`src/rtl/anubis_pkg.sv`:
```
// Shared types and constants for the ANUBIS round controller slice.
package anubis_pkg;

    localparam int BLOCK_W    = 128;
    localparam int KEY_IDX_W  = 5;
    localparam int MIN_ROUNDS = 12;
    localparam int MAX_ROUNDS = 18;

    typedef enum logic [1:0] {
        ST_IDLE  = 2'd0,
        ST_KEY0  = 2'd1,
        ST_ROUND = 2'd2,
        ST_DONE  = 2'd3
    } fsm_state_t;

    function automatic logic [BLOCK_W-1:0] sigma_fn(
        input logic [BLOCK_W-1:0] idat,
        input logic [BLOCK_W-1:0] skey
    );
        return idat ^ skey;
    endfunction

endpackage

```
`src/rtl/anubis_round_controller_if.sv`:
```
// Host, key-schedule and round-core signals of the round controller.
interface anubis_round_controller_if;

    logic                                       start;
    logic [anubis_pkg::BLOCK_W-1:0]             din;
    logic                                       busy;
    logic                                       done;
    logic [anubis_pkg::BLOCK_W-1:0]             dout;
    logic                                       key_req;
    logic [anubis_pkg::KEY_IDX_W-1:0]           key_idx;
    logic                                       key_ack;
    logic [anubis_pkg::BLOCK_W-1:0]             key_data;
    logic [anubis_pkg::BLOCK_W-1:0]             core_in;
    logic                                       core_last;
    logic [anubis_pkg::BLOCK_W-1:0]             core_out;
    logic                                       err;

    // Controller side.
    modport slave (
        input  start, din, key_ack, key_data, core_out,
        output busy, done, dout, key_req, key_idx, core_in, core_last, err
    );

    // Wrapper / key schedule / round core side.
    modport master (
        output start, din, key_ack, key_data, core_out,
        input  busy, done, dout, key_req, key_idx, core_in, core_last, err
    );

endinterface

```
`src/rtl/anubis_sigma_xor.sv`:
```
// Round-key addition (sigma): bitwise XOR of the selected data with the key.
module anubis_sigma_xor
    import anubis_pkg::*;
(
    input  logic [BLOCK_W-1:0] idat,
    input  logic [BLOCK_W-1:0] skey,
    output logic [BLOCK_W-1:0] odat
);

    assign odat = sigma_fn(idat, skey);

endmodule

```
`src/rtl/anubis_round_controller.sv`:
```
// ANUBIS pass sequencer: key addition + NUM_ROUNDS rounds over a key req/ack handshake.
// Optional key-ack timeout abort is enabled by defining ANUBIS_KEY_TIMEOUT_EN.
module anubis_round_controller
    import anubis_pkg::*;
#(
    parameter int NUM_ROUNDS  = 12,
    parameter int KEY_TIMEOUT = 64
) (
    input logic                      clk,
    input logic                      reset_n,
    anubis_round_controller_if.slave bus
);

    localparam logic [KEY_IDX_W-1:0] LAST_ROUND = KEY_IDX_W'(NUM_ROUNDS);

    if (NUM_ROUNDS < MIN_ROUNDS || NUM_ROUNDS > MAX_ROUNDS) begin : g_bad_num_rounds
        $error("anubis_round_controller: NUM_ROUNDS must be within 12..18");
    end
    if (KEY_TIMEOUT < 1) begin : g_bad_key_timeout
        $error("anubis_round_controller: KEY_TIMEOUT must be at least 1");
    end

    fsm_state_t             fsm_r, fsm_nxt_s;
    logic [KEY_IDX_W-1:0]   round_r, round_nxt_s;
    logic [BLOCK_W-1:0]     state_r, dout_r;
    logic [BLOCK_W-1:0]     xor_in_s, xor_key_s, sigma_s;
    logic                   load_s, ack_s, timeout_s, dout_load_s;
    logic                   busy_r, done_r, key_req_r, core_last_r;
    logic [KEY_IDX_W-1:0]   key_idx_r;
    logic                   busy_nxt_s, done_nxt_s, key_req_nxt_s, core_last_nxt_s;
    logic [KEY_IDX_W-1:0]   key_idx_nxt_s;

    // key_ack only counts while a request is outstanding
    assign ack_s       = key_req_r & bus.key_ack;
    assign dout_load_s = (fsm_r == ST_ROUND) && ack_s && (round_r == LAST_ROUND);

    anubis_sigma_xor u_sigma_xor (
        .idat (xor_in_s),
        .skey (xor_key_s),
        .odat (sigma_s)
    );

`ifdef ANUBIS_KEY_TIMEOUT_EN
    localparam int TO_W = $clog2(KEY_TIMEOUT + 1);

    logic [TO_W-1:0] wait_cnt_r;
    logic            err_r, err_nxt_s;

    assign timeout_s = key_req_r && !bus.key_ack && (wait_cnt_r == TO_W'(KEY_TIMEOUT - 1));

    // Counts consecutive cycles spent waiting on key_ack.
    always_ff @(posedge clk or negedge reset_n) begin
        if (!reset_n) begin
            wait_cnt_r <= {TO_W{1'b0}};
        end else if (!key_req_r || bus.key_ack || timeout_s) begin
            wait_cnt_r <= {TO_W{1'b0}};
        end else begin
            wait_cnt_r <= wait_cnt_r + TO_W'(1);
        end
    end

    // Sticky abort flag, cleared by the next accepted start.
    always_comb begin
        err_nxt_s = err_r;
        if ((fsm_r == ST_IDLE) && bus.start) begin
            err_nxt_s = 1'b0;
        end else if (timeout_s) begin
            err_nxt_s = 1'b1;
        end else begin
            err_nxt_s = err_r;
        end
    end

    // Error flag register.
    always_ff @(posedge clk or negedge reset_n) begin
        if (!reset_n) begin
            err_r <= 1'b0;
        end else begin
            err_r <= err_nxt_s;
        end
    end

    assign bus.err = err_r;
`else
    assign timeout_s = 1'b0;
    assign bus.err   = 1'b0;
`endif

    // FSM state register.
    always_ff @(posedge clk or negedge reset_n) begin
        if (!reset_n) begin
            fsm_r <= ST_IDLE;
        end else begin
            fsm_r <= fsm_nxt_s;
        end
    end

    // FSM next-state logic.
    always_comb begin
        fsm_nxt_s = fsm_r;
        case (fsm_r)
            ST_IDLE: begin
                if (bus.start) fsm_nxt_s = ST_KEY0;
                else           fsm_nxt_s = ST_IDLE;
            end
            ST_KEY0: begin
                if (timeout_s)  fsm_nxt_s = ST_IDLE;
                else if (ack_s) fsm_nxt_s = ST_ROUND;
                else            fsm_nxt_s = ST_KEY0;
            end
            ST_ROUND: begin
                if (timeout_s)                            fsm_nxt_s = ST_IDLE;
                else if (ack_s && round_r == LAST_ROUND) fsm_nxt_s = ST_DONE;
                else                                      fsm_nxt_s = ST_ROUND;
            end
            ST_DONE:  fsm_nxt_s = ST_IDLE;
            default:  fsm_nxt_s = ST_IDLE;
        endcase
    end

    // Sigma input mux and round-counter update; the counter saturates at the last round.
    always_comb begin
        round_nxt_s = round_r;
        xor_in_s    = state_r;
        xor_key_s   = {BLOCK_W{1'b0}};
        load_s      = 1'b0;
        case (fsm_r)
            ST_IDLE: begin
                xor_in_s = bus.din;
                if (bus.start) begin
                    load_s      = 1'b1;
                    round_nxt_s = {KEY_IDX_W{1'b0}};
                end else begin
                    load_s      = 1'b0;
                end
            end
            ST_KEY0: begin
                xor_key_s = bus.key_data;
                if (ack_s) begin
                    load_s      = 1'b1;
                    round_nxt_s = KEY_IDX_W'(1);
                end else begin
                    load_s      = 1'b0;
                end
            end
            ST_ROUND: begin
                xor_in_s  = bus.core_out;
                xor_key_s = bus.key_data;
                if (ack_s) begin
                    load_s = 1'b1;
                    if (round_r < LAST_ROUND) round_nxt_s = round_r + KEY_IDX_W'(1);
                    else                      round_nxt_s = round_r;
                end else begin
                    load_s = 1'b0;
                end
            end
            default: begin
                load_s = 1'b0;
            end
        endcase
    end

    // Cipher state, result and round counter.
    always_ff @(posedge clk or negedge reset_n) begin
        if (!reset_n) begin
            state_r <= {BLOCK_W{1'b0}};
            dout_r  <= {BLOCK_W{1'b0}};
            round_r <= {KEY_IDX_W{1'b0}};
        end else begin
            if (load_s)      state_r <= sigma_s;
            if (dout_load_s) dout_r  <= sigma_s;
            round_r <= round_nxt_s;
        end
    end

    // Output decode from the upcoming state so the outputs can be registered.
    always_comb begin
        busy_nxt_s      = (fsm_nxt_s != ST_IDLE);
        done_nxt_s      = (fsm_nxt_s == ST_DONE);
        key_req_nxt_s   = (fsm_nxt_s == ST_KEY0) || (fsm_nxt_s == ST_ROUND);
        key_idx_nxt_s   = {KEY_IDX_W{1'b0}};
        core_last_nxt_s = 1'b0;
        if (fsm_nxt_s == ST_ROUND) begin
            key_idx_nxt_s   = round_nxt_s;
            core_last_nxt_s = (round_nxt_s == LAST_ROUND);
        end else begin
            key_idx_nxt_s   = {KEY_IDX_W{1'b0}};
            core_last_nxt_s = 1'b0;
        end
    end

    // Registered control outputs.
    always_ff @(posedge clk or negedge reset_n) begin
        if (!reset_n) begin
            busy_r      <= 1'b0;
            done_r      <= 1'b0;
            key_req_r   <= 1'b0;
            key_idx_r   <= {KEY_IDX_W{1'b0}};
            core_last_r <= 1'b0;
        end else begin
            busy_r      <= busy_nxt_s;
            done_r      <= done_nxt_s;
            key_req_r   <= key_req_nxt_s;
            key_idx_r   <= key_idx_nxt_s;
            core_last_r <= core_last_nxt_s;
        end
    end

    assign bus.busy      = busy_r;
    assign bus.done      = done_r;
    assign bus.dout      = dout_r;
    assign bus.key_req   = key_req_r;
    assign bus.key_idx   = key_idx_r;
    assign bus.core_in   = state_r;
    assign bus.core_last = core_last_r;

endmodule

```
`src/flat_wrapper.sv`:
```
// flat-port wrapper written by rule: the top's interface ports become plain ports
module anubis_round_controller_flat import anubis_pkg::*;
#(
    parameter int NUM_ROUNDS  = 12,
    parameter int KEY_TIMEOUT = 64
)
  (clk, reset_n, bus_start, bus_din, bus_key_ack, bus_key_data, bus_core_out, bus_busy, bus_done, bus_dout, bus_key_req, bus_key_idx, bus_core_in, bus_core_last, bus_err);
  anubis_round_controller_if bus_i ();
  input logic clk;
  input logic reset_n;
  input wire logic [$bits(bus_i.start)-1:0] bus_start;
  input wire logic [$bits(bus_i.din)-1:0] bus_din;
  input wire logic [$bits(bus_i.key_ack)-1:0] bus_key_ack;
  input wire logic [$bits(bus_i.key_data)-1:0] bus_key_data;
  input wire logic [$bits(bus_i.core_out)-1:0] bus_core_out;
  output wire logic [$bits(bus_i.busy)-1:0] bus_busy;
  output wire logic [$bits(bus_i.done)-1:0] bus_done;
  output wire logic [$bits(bus_i.dout)-1:0] bus_dout;
  output wire logic [$bits(bus_i.key_req)-1:0] bus_key_req;
  output wire logic [$bits(bus_i.key_idx)-1:0] bus_key_idx;
  output wire logic [$bits(bus_i.core_in)-1:0] bus_core_in;
  output wire logic [$bits(bus_i.core_last)-1:0] bus_core_last;
  output wire logic [$bits(bus_i.err)-1:0] bus_err;
  assign bus_i.start = bus_start;
  assign bus_i.din = bus_din;
  assign bus_i.key_ack = bus_key_ack;
  assign bus_i.key_data = bus_key_data;
  assign bus_i.core_out = bus_core_out;
  assign bus_busy = bus_i.busy;
  assign bus_done = bus_i.done;
  assign bus_dout = bus_i.dout;
  assign bus_key_req = bus_i.key_req;
  assign bus_key_idx = bus_i.key_idx;
  assign bus_core_in = bus_i.core_in;
  assign bus_core_last = bus_i.core_last;
  assign bus_err = bus_i.err;
  anubis_round_controller #(.NUM_ROUNDS(NUM_ROUNDS), .KEY_TIMEOUT(KEY_TIMEOUT)) u_core (.clk(clk), .reset_n(reset_n), .bus(bus_i));
endmodule
```
`config.mk`:
```
export PLATFORM = sky130hd
export DESIGN_NAME = anubis_round_controller_flat
export DESIGN_NICKNAME = d
export VERILOG_FILES = /design/src/rtl/anubis_pkg.sv /design/src/rtl/anubis_round_controller_if.sv /design/src/rtl/anubis_sigma_xor.sv /design/src/rtl/anubis_round_controller.sv /design/src/flat_wrapper.sv
export SDC_FILE = /design/constraint.sdc
export NUM_CORES = 1
export LEC_CHECK = 0
export CAP_MARGIN = 5
export CORE_AREA = 2 2 252 254
export CTS_BUF_LIST = sky130_fd_sc_hd__clkbuf_4 sky130_fd_sc_hd__clkbuf_8
export DETAILED_ROUTE_END_ITERATION = 6
export DIE_AREA = 0 0 254 256
export HOLD_SLACK_MARGIN = 0.12
export PLACE_DENSITY = 0.47
export SLEW_MARGIN = 20
export SYNTH_ARGS = -nofsm -noshare
export SYNTH_HDL_FRONTEND = slang
export SYNTH_SLANG_ARGS = --single-unit
export TNS_END_PERCENT = 100
```
`constraint.sdc`:
```
create_clock -name clk -period 3.6 [get_ports clk]
set_clock_uncertainty 0.2 [all_clocks]
set_input_delay 1.08 -clock clk [delete_from_list [all_inputs] [get_ports clk]]
set_output_delay 1.08 -clock clk [all_outputs]
set_load 0.02 [all_outputs]
```
# Yosys cells after proc, flatten, opt, wreduce, memory -nomap -nowiden
# Index checks and enable logic that the tools add are counted.
# op_classes
reduce_logical	7
eq_ne	8
bitwise_logic	2
n_addsub	1
order_cmp	1
muxes	16
# op_table
cell	count
$pmux W128 S2	1
$mux W128	1
$xor A128 B128 Y128	1
$mux W5	5
$pmux W5 S3	1
$eq A5 B4 Y1 const B	2
$eq A2 B2 Y1 const B	4
$pmux W2 S4	1
$add A5 B1 Y5 const B	1
$lt A5 B4 Y1 const B	1
$mux W1	5
$eq A2 B1 Y1 const B	2
$logic_and A1 B1 Y1	3
$logic_not A2 Y1	1
$mux W2	1
$pmux W1 S2	1
$reduce_bool A2 Y1	1
$reduce_or A2 Y1	1
$and A1 B1 Y1	1
$logic_or A1 B1 Y1	1
# totals
input_bits	388
out_inout_bits	266
regBits	272
elab_cells	44

# Longest topological paths before layout
# Gate-level depths: netlist (run 1).
# logic_depth
depth_word	6
mapped_depth	11
depth_no_buf	9

# Cells and area by module
# Synthesis (run 1) repeated with hierarchy kept, for this count alone.
# hier_totals
cells_unflattened	1324
hier_area_um2	14744.1
# modules_own_cells
module	seq_area_each_um2	cells_per_inst	instances	area_per_inst_um2
anubis_round_controller	6806.5	1196	1	13623.1
anubis_sigma_xor	0.0	128	1	1121.1

# Least setup slack after synthesis (run 1)
# No wires, ideal clock.
# synth_timing
kind	input -> register
startpoint	in bus_key_ack
endpoint	reg u_core.key_idx_r[4], in the netlist u_core.bus.key_idx[4]
cell_stages	7
slack_ns	0.965
required_ns	3.280
setup_ns	0.120
arrival_ns	2.315
n_path_buf	1
path_cell_list	nand4b_1 -> nor2_1 -> buf_2 -> nor3_1 -> or2_1 -> ha_1 -> and3_1
# synth_via
elab_chain_cells	6
word_cells_on_any_way	10
cone_classes	1 x eq/ne; 7 x mux; 1 x bitwise; 1 x reduce/logical
# synth_lines
element	line_no	rtl
from (decl)	flat_wrapper.sv:13	input wire logic [$bits(bus_i.key_ack)-1:0] bus_key_ack;
$and A1 B1 Y1 *	anubis_round_controller.sv:34	assign ack_s = key_req_r & bus.key_ack;
$logic_and A1 B1 Y1	anubis_round_controller.sv:113	else if (ack_s && round_r == LAST_ROUND) fsm_nxt_s = ST_DONE;
$mux W1	anubis_round_controller.sv:113	
$pmux W2 S4	anubis_round_controller.sv:101	case (fsm_r)
$eq A2 B2 Y1	anubis_round_controller.sv:183	if (fsm_nxt_s == ST_ROUND) begin
$mux W5 *	anubis_round_controller.sv:183	
net u_core.key_idx_nxt_s[4]	anubis_round_controller.sv:31	logic [KEY_IDX_W-1:0] key_idx_nxt_s;
to (signal assigned)	anubis_round_controller.sv:198	key_idx_r <= {KEY_IDX_W{1'b0}};
to (signal assigned)	anubis_round_controller.sv:204	key_idx_r <= key_idx_nxt_s;
to (decl)	anubis_round_controller.sv:29	logic [KEY_IDX_W-1:0] key_idx_r;
# Mark *: on every way through the listed nets, which the timed path passes. The rest lies on a longest branch.
# A chain may end at the register's enable or synchronous reset.

# Worst setup path in the final report (run 1)
# layout_timing
startpoint	reg u_core.key_req_r, in the netlist u_core.bus.key_req
endpoint	out bus_key_req
# layout_lines
element	line_no	rtl
from (decl)	anubis_round_controller.sv:28	logic busy_r, done_r, key_req_r, core_last_r;
from (signal assigned)	anubis_round_controller.sv:203	key_req_r <= key_req_nxt_s;
to (decl)	flat_wrapper.sv:19	output wire logic [$bits(bus_i.key_req)-1:0] bus_key_req;
# No word-level cell between the ends.

==> results by group, run 1 <==
Worst setup path
  • WP data required: 2.32 ns
  • Worst Setup Start Kind: flop
  • Family with the most delay on the worst path: buffers and inverters
  • CP max stage cell: clkdlybuf4s50_1
  • Crit-path cells: clkdlybuf4s50_1
  • Buf/Inv on CP: 1
  • Crit-path max cell delay: 0.74 ns
  • Worst EP arrival: 1.79 ns
  • Setup CP Type: flop to primary output
  • CP endpoint kind: primary output
  • CP Max Fanout: 6

Clock tree
  • Postcts setup bufs: 0
  • Clock Latency Late Sink: 0.61 ns
  • Max H-tree Level: 2
  • CTS tree: built
  • Clock slew at reported path FFs: 0.06 ns
  • Clock root buffer: clkbuf_8
  • Clk buf depth: 3
  • Post_cts resized: 0
  • Clock buffer count from CTS: 48
  • Hold Buf Count CTS: 0
  • CTS Sinks: 272

Power
  • PwrDens: 850 mW/mm^2
  • VDD IR max: 734 uV
  • Leak: 9.64 nW
  • Total power: 19.3 mW

Synthesis
  • Post-synthesis register bit count: 272
  • Mapped Nets: 1581
  • Top cell type's share of synthesized area: 48.9%
  • Synth Warn #: 0
  • Sequential fraction of the synthesis area: 48.9%
  • Post-synth top flop: dfrtp_1
  • Commonest cells post-synth: 272 x dfrtp_1, 256 x mux2_2, 130 x nand2_1
  • Yosys top cell by area: dfrtp_1
  • Post-synthesis cell area: 0.0139 sq mm
  • Cells after synthesis: 1184
  • Syn Area/Cell: 11.8 sq um
  • Synth top area cells: dfrtp_1 49%, mux2_2 21%, a22o_1 8.1%
  • Most numerous cell in the Yosys netlist: dfrtp_1
  • Unique masters post-synth: 39
  • Ys async rst share: 100%
  • EDFF count, synth: 0

Placement
  • DP HPWL: 41.1 mm
  • Setup slack after placement: 0.264 ns
  • Number of port buffers: 652
  • Post-place instance area: 0.0216 sq mm
  • Final GP Congestion: 0.766
  • Placed Cells: 2633

Detailed routing
  • Drt pass-1 iters: 4
  • DRT iter0 DRCs: 407
  • Vias/cell: 4.30
  • Antenna Violating Nets Remaining: 0
  • Routed wire per std cell: 19.8 um
  • Routed vias: 11712
  • Routed WL: 53.9 mm
  • DRC: 0

Layout
  • Final Cell Area: 0.0227 sq mm
  • Nets: 2234
  • Area grow syn2layout: 62.7%
  • Post-Layout Cell Count: 2721
  • Antenna Cells: 0
  • Layout cells sized above 1: 21.2%

GRT
  • GRT Overall Usage: 16.1%
  • Initial antenna violation count: 1
  • Vias in the first global route: 12725
  • Largest net degree at the start of global routing: 69
  • First-pass GRT wire length: 79.6 mm
  • Global route overflow: 0

Timing
  • Final Slew Violations: 0
  • Crit path time final: 3.07 ns
  • Final Setup Violations: 0
  • Unrepaired setup endpoints after global routing: false
  • Worst slew margin: 57.2%
  • Setup TNS: 0 ns
  • Worst Tran Pin Value: 0.642 ns
  • Period utilisation layout: 85.4%
  • Count of final hold-check violations: 0
  • Setup ws final: 0.525 ns
  • Achievable Freq: 325 MHz

Floorplanning
  • # IOs: 654
  • DIE HEIGHT: 256 um
  • Initial Util: 22.3%
  • Core Footprint: 0.0624 sq mm
  • Die Area: 0.0650 sq mm
  • Die X: 254 um
  • Core Rows: 92

Hold path
  • Type of the tightest min-delay check: primary input to asynchronous set/reset pin

Job
  • MaxCap Viol Count: 0

Status
  • Run status: complete, no violations
-- power by group --
part | switching, mW | internal [mW]
sequential | 0.726 | 3.93
clock | 1.30 | 1.74
combinational | 6.26 | 5.30
-- cell type report --
| type | count | area [sq um] |
|---|---|---|
| Tap cell | 846 | 1060 |
| Fill cell | 6310 | 39700 |
| Clock buffer | 81 | 996 |
| Multi-Input combinational cell | 817 | 6730 |
| Timing Repair Buffer | 690 | 6990 |
| Inverter | 8 | 30.0 |
| Sequential cell | 272 | 6810 |
| Clock inverter | 7 | 42.5 |
-- cells in the final DEF, fill, tap and decap left out, types with 2 or more instances in the layout --
cell             count
and2_1               4
clkdlybuf4s50_1    651
clkbuf_4            19
clkbuf_8            62
nand2_1            130
a22o_1             128
nor2_4               3
a21oi_1            128
buf_12              14
xor2_1             128
dfrtp_1            272
and3_1               2
clkinvlp_4           3
ha_1                 7
ha_4                 2
inv_1                8
nand3_1              3
buf_4               24
clkinv_2             4
nor2_1               2
mux2_2             256
nand4b_1             2
-- flip-flops by register name (all words and copies together) (netlist names) --
register,cells
u_core.bus.key_idx,5
u_core.bus.core_last,1
u_core.bus.dout,128
u_core.fsm_r,2
u_core.bus.key_req,1
u_core.round_r,5
u_core.bus.core_in,128
u_core.bus.busy,1
u_core.bus.done,1
-- layer usage --
metal | vias to the layer above | GRT usage (%) | routed length (um)
met2 | 412 | 29.5 | 27900
met1 | 5705 | 17.9 | 20800
met3 | 66 | 4.98 | 4220
met4 | 2 | 3.86 | 975
met5 | - | 0 | 13
li1 | 5527 | - | -
-- final timing paths --
check	start	slack, ns	to	depth (start not counted)
min in group clk	u_core.bus.dout[68]$_DFFE_PN0P_	0.30	u_core.bus.dout[68]$_DFFE_PN0P_	1
setup reg to reg	u_core.fsm_r[0]$_DFF_PN0_	0.90	u_core.bus.core_in[11]$_DFFE_PN0P_	8
hold reg to reg	u_core.bus.dout[68]$_DFFE_PN0P_	0.30	u_core.bus.dout[68]$_DFFE_PN0P_	1
setup / recovery	u_core.bus.key_req$_DFF_PN0_	0.53	bus_key_req	1
hold / removal	reset_n	0.25	u_core.bus.core_in[99]$_DFFE_PN0P_	1
max in group asynchronous	reset_n	2.05	u_core.round_r[3]$_DFF_PN0_	2
-- kinds of logic (layout without fill, tap and decap cells) --
logic type | Yosys count | after routing | share of synthesized area (%)
flip-flops | 272 | 272 | 48.9
AO/OA/AOI/OAI | 265 | 265 | 13.3
multiplexers | 257 | 257 | 20.8
AND/OR/NAND/NOR | 157 | 157 | 5.02
XOR/XNOR | 128 | 128 | 8.05
buffers and inverters | 95 | 786 | 3.17
adder cells (fa/ha/maj) | 9 | 9 | 0.809
other | 1 | 1 | 0.0269
-- through the flow --
stage          utilization [%]  hold WS, ns
6_report                  36.3        0.246
4_1_cts                   36.3        0.206
3_5_place_dp              34.6        0.295
5_1_grt                   36.3        0.224
2_1_floorplan                -        0.332
3_3_place_gp              34.6        0.289
Note: power is estimated with default switching activity, not from simulation.
==> run 2: changes to the inputs <==
--- a/config.mk
+++ b/config.mk
@@ -11,7 +11,7 @@
 export DETAILED_ROUTE_END_ITERATION = 6
 export DIE_AREA = 0 0 254 256
 export HOLD_SLACK_MARGIN = 0.12
-export PLACE_DENSITY = 0.47
+export PLACE_DENSITY_LB_ADDON = 0.25
 export SLEW_MARGIN = 20
 export SYNTH_ARGS = -nofsm -noshare
 export SYNTH_HDL_FRONTEND = slang
==> run 2 against run 1 <==
Net effect: critical path depth is the same; combinational power barely moved; sequential power decreased by 1%; sequential share of layout area hardly changed; setup slack worse by 0.037 ns; global-route usage down 0.47 points; design area about the same; core utilization hardly changed; clock power up 7%; via count grew 0.60%; die area unchanged; highest routed layer unchanged.
==> results by group, run 2 (synthesis results as in run 1) <==
Timing
  • Period utilisation layout: 86.4% (+1.0 points)
  • Count of final hold-check violations: 0 (unchanged)
  • Setup ws final: 0.488 ns (-0.0371 ns)
  • Worst Tran Pin Value: 0.677 ns (+0.0354 ns)
  • Final Setup Violations: 0 (unchanged)
  • Unrepaired setup endpoints after global routing: false
  • Achievable Freq: 321 MHz (-1.2%)
  • Worst slew margin: 54.8% (-2.4 points)
  • Setup TNS: 0 ns (unchanged)
  • Final Slew Violations: 0 (unchanged)
  • Hold Slack: 0.216 ns (-0.0295 ns)
  • Crit path time final: 3.11 ns (+0.0371 ns)

Clock tree
  • Post_cts resized: 0 (unchanged)
  • Clock root buffer: clkbuf_8
  • Clock slew at reported path FFs: 0.05 ns (about the same)
  • Postcts setup bufs: 0 (unchanged)
  • Max H-tree Level: 2 (unchanged)
  • Hold Buf Count CTS: 0 (unchanged)
  • CTS tree: built
  • Clock buffer count from CTS: 49 (+2.1%)
  • Clock Latency Late Sink: 0.62 ns (about the same)
  • Clk buf depth: 3 (unchanged)
  • CTS Sinks: 272 (unchanged)

Floorplanning
  • Die X: 254 um (unchanged)
  • Die Area: 0.0650 sq mm (unchanged)
  • Initial Util: 22.3% (unchanged)
  • DIE HEIGHT: 256 um (unchanged)
  • Core Rows: 92 (unchanged)
  • # IOs: 654 (unchanged)
  • Core Footprint: 0.0624 sq mm (unchanged)

Worst setup path
  • Buf/Inv on CP: 1 (unchanged)
  • WP data required: 2.32 ns (about the same)
  • Setup CP Type: flop to primary output
  • Family with the most delay on the worst path: buffers and inverters
  • Crit-path cells: clkdlybuf4s50_1
  • Worst Setup Start Kind: flop
  • Worst EP arrival: 1.83 ns (+0.04 ns)
  • CP endpoint kind: primary output
  • CP Max Fanout: 6 (unchanged)
  • CP max stage cell: clkdlybuf4s50_1
  • Crit-path max cell delay: 0.76 ns (+0.02 ns)

Detailed routing
  • Routed wire per std cell: 19.2 um (-3.0%)
  • Routed WL: 52.2 mm (-3.2%)
  • DRC: 0 (unchanged)
  • DRT iter0 DRCs: 486 (+19%)
  • Vias/cell: 4.34 (+0.82%)
  • Routed vias: 11782 (+0.60%)
  • Antenna Violating Nets Remaining: 0 (unchanged)
  • Drt pass-1 iters: 4 (unchanged)

GRT
  • First-pass GRT wire length: 78.1 mm (-1.9%)
  • Vias in the first global route: 12607 (-0.93%)
  • Initial antenna violation count: 5 (+4)
  • Global route overflow: 0 (unchanged)
  • Largest net degree at the start of global routing: 85 (+23%)
  • GRT Overall Usage: 15.6% (-0.47 points)

Layout
  • Nets: 2223 (-0.49%)
  • Area occupied by multi-input gates: 0.00673 sq mm (unchanged)
  • Fin util: 36.3% (about the same)
  • Layout cells sized above 1: 20.8% (-0.38 points)
  • Commonest non-fill, non-tap cells in the layout: 651 x clkdlybuf4s50_1, 272 x dfrtp_1, 256 x mux2_2
  • Post-Layout Cell Count: 2715 (-0.22%)
  • Area grow syn2layout: 62.6% (about the same)
  • Leading cell type in the layout, fill and taps excluded: clkdlybuf4s50_1
  • Filler Cells Inserted: 6318 (+0.13%)
  • FF+latch area: 0.00681 sq mm (unchanged)

Power
  • Leak: 9.61 nW (-0.30%)
  • Clk network pwr share: 16.8% (+1.0 points)
  • Net Switching: 8.22 mW (-0.87%)
  • PwrDens: 849 mW/mm^2 (-0.19%)
  • Cell internal pwr: 11.0 mW (+0.30%)
  • VDD IR max: 645 uV (-12%)
  • Gate power share: 59.2% (-0.8 points)
  • Sw frac: 42.8% (-0.29 points)
  • Sequential share of power: 24.0% (-0.2 points)

Job
  • MaxCap Viol Count: 0 (unchanged)

Placement
  • Placed Cells: 2621 (-0.46%)
  • Number of port buffers: 652 (unchanged)
  • Final GP Congestion: 0.819 (+6.9%)
  • DP HPWL: 39.3 mm (-4.4%)
  • Setup slack after placement: 0.325 ns (+0.0607 ns)

Hold path
  • Type of the tightest min-delay check: primary input to asynchronous set/reset pin

Status
  • Run status: complete, no violations
## run 2: changes by cell type in the layout (fill, tap and decap cells not counted), sizes merged
cell    delta
buf       -12
bufinv     +3
clkbuf     -5
clkinv     +3
diode      +3
inv        +2
## run 2: layout make-up
cell class,count,area share [%]
repair buffers,678,30.5
flip-flops and latches,272,30.1
multi-input cells,817,29.7
well taps,846,4.67
clock buffers,76,4.15
clock inverters,15,0.729
inverters,8,0.133
diodes,3,0.0331
## run 2: per-stage QoR
step                      total power, mW  area (sq um)
after floorplan                      11.8         13900
after global placement               16.1         21500
after detailed placement             16.2         21500
after CTS                            19.6         22600
after global routing                 20.6         22600
final                                19.2         22600
## run 2: layer usage
layer	global-route usage [%]	up-vias	wire length [um]
met5	0	-	23
met4	4.28	4	1070
met3	4.03	68	3440
met2	28.4	372	27200
met1	17.8	5813	20500
li1	-	5525	-
## run 2: worst paths after layout
kind | startpoint | end | slack, ns | depth (start not counted)
hold reg to reg | u_core.bus.dout[26]$_DFFE_PN0P_ | u_core.bus.dout[26]$_DFFE_PN0P_ | 0.31 | 1
setup reg to reg | u_core.fsm_r[0]$_DFF_PN0_ | u_core.bus.core_in[114]$_DFFE_PN0P_ | 0.95 | 7
max in group asynchronous | reset_n | u_core.bus.core_last$_DFF_PN0_ | 2.13 | 2
hold / removal | reset_n | u_core.bus.dout[102]$_DFFE_PN0P_ | 0.22 | 1
setup / recovery | u_core.bus.key_req$_DFF_PN0_ | bus_key_req | 0.49 | 1
min in group clk | u_core.bus.dout[26]$_DFFE_PN0P_ | u_core.bus.dout[26]$_DFFE_PN0P_ | 0.31 | 1
## run 2: power groups by stage
stage,Sequential (mW),Combinational (mW),Clock (mW)
2_1_floorplan,5.42,6.37,0
3_3_place_gp,4.65,11.4,0
3_5_place_dp,4.66,11.5,0
4_1_cts,4.63,11.6,3.38
5_1_grt,4.74,12.4,3.53
6_report,4.61,11.4,3.24
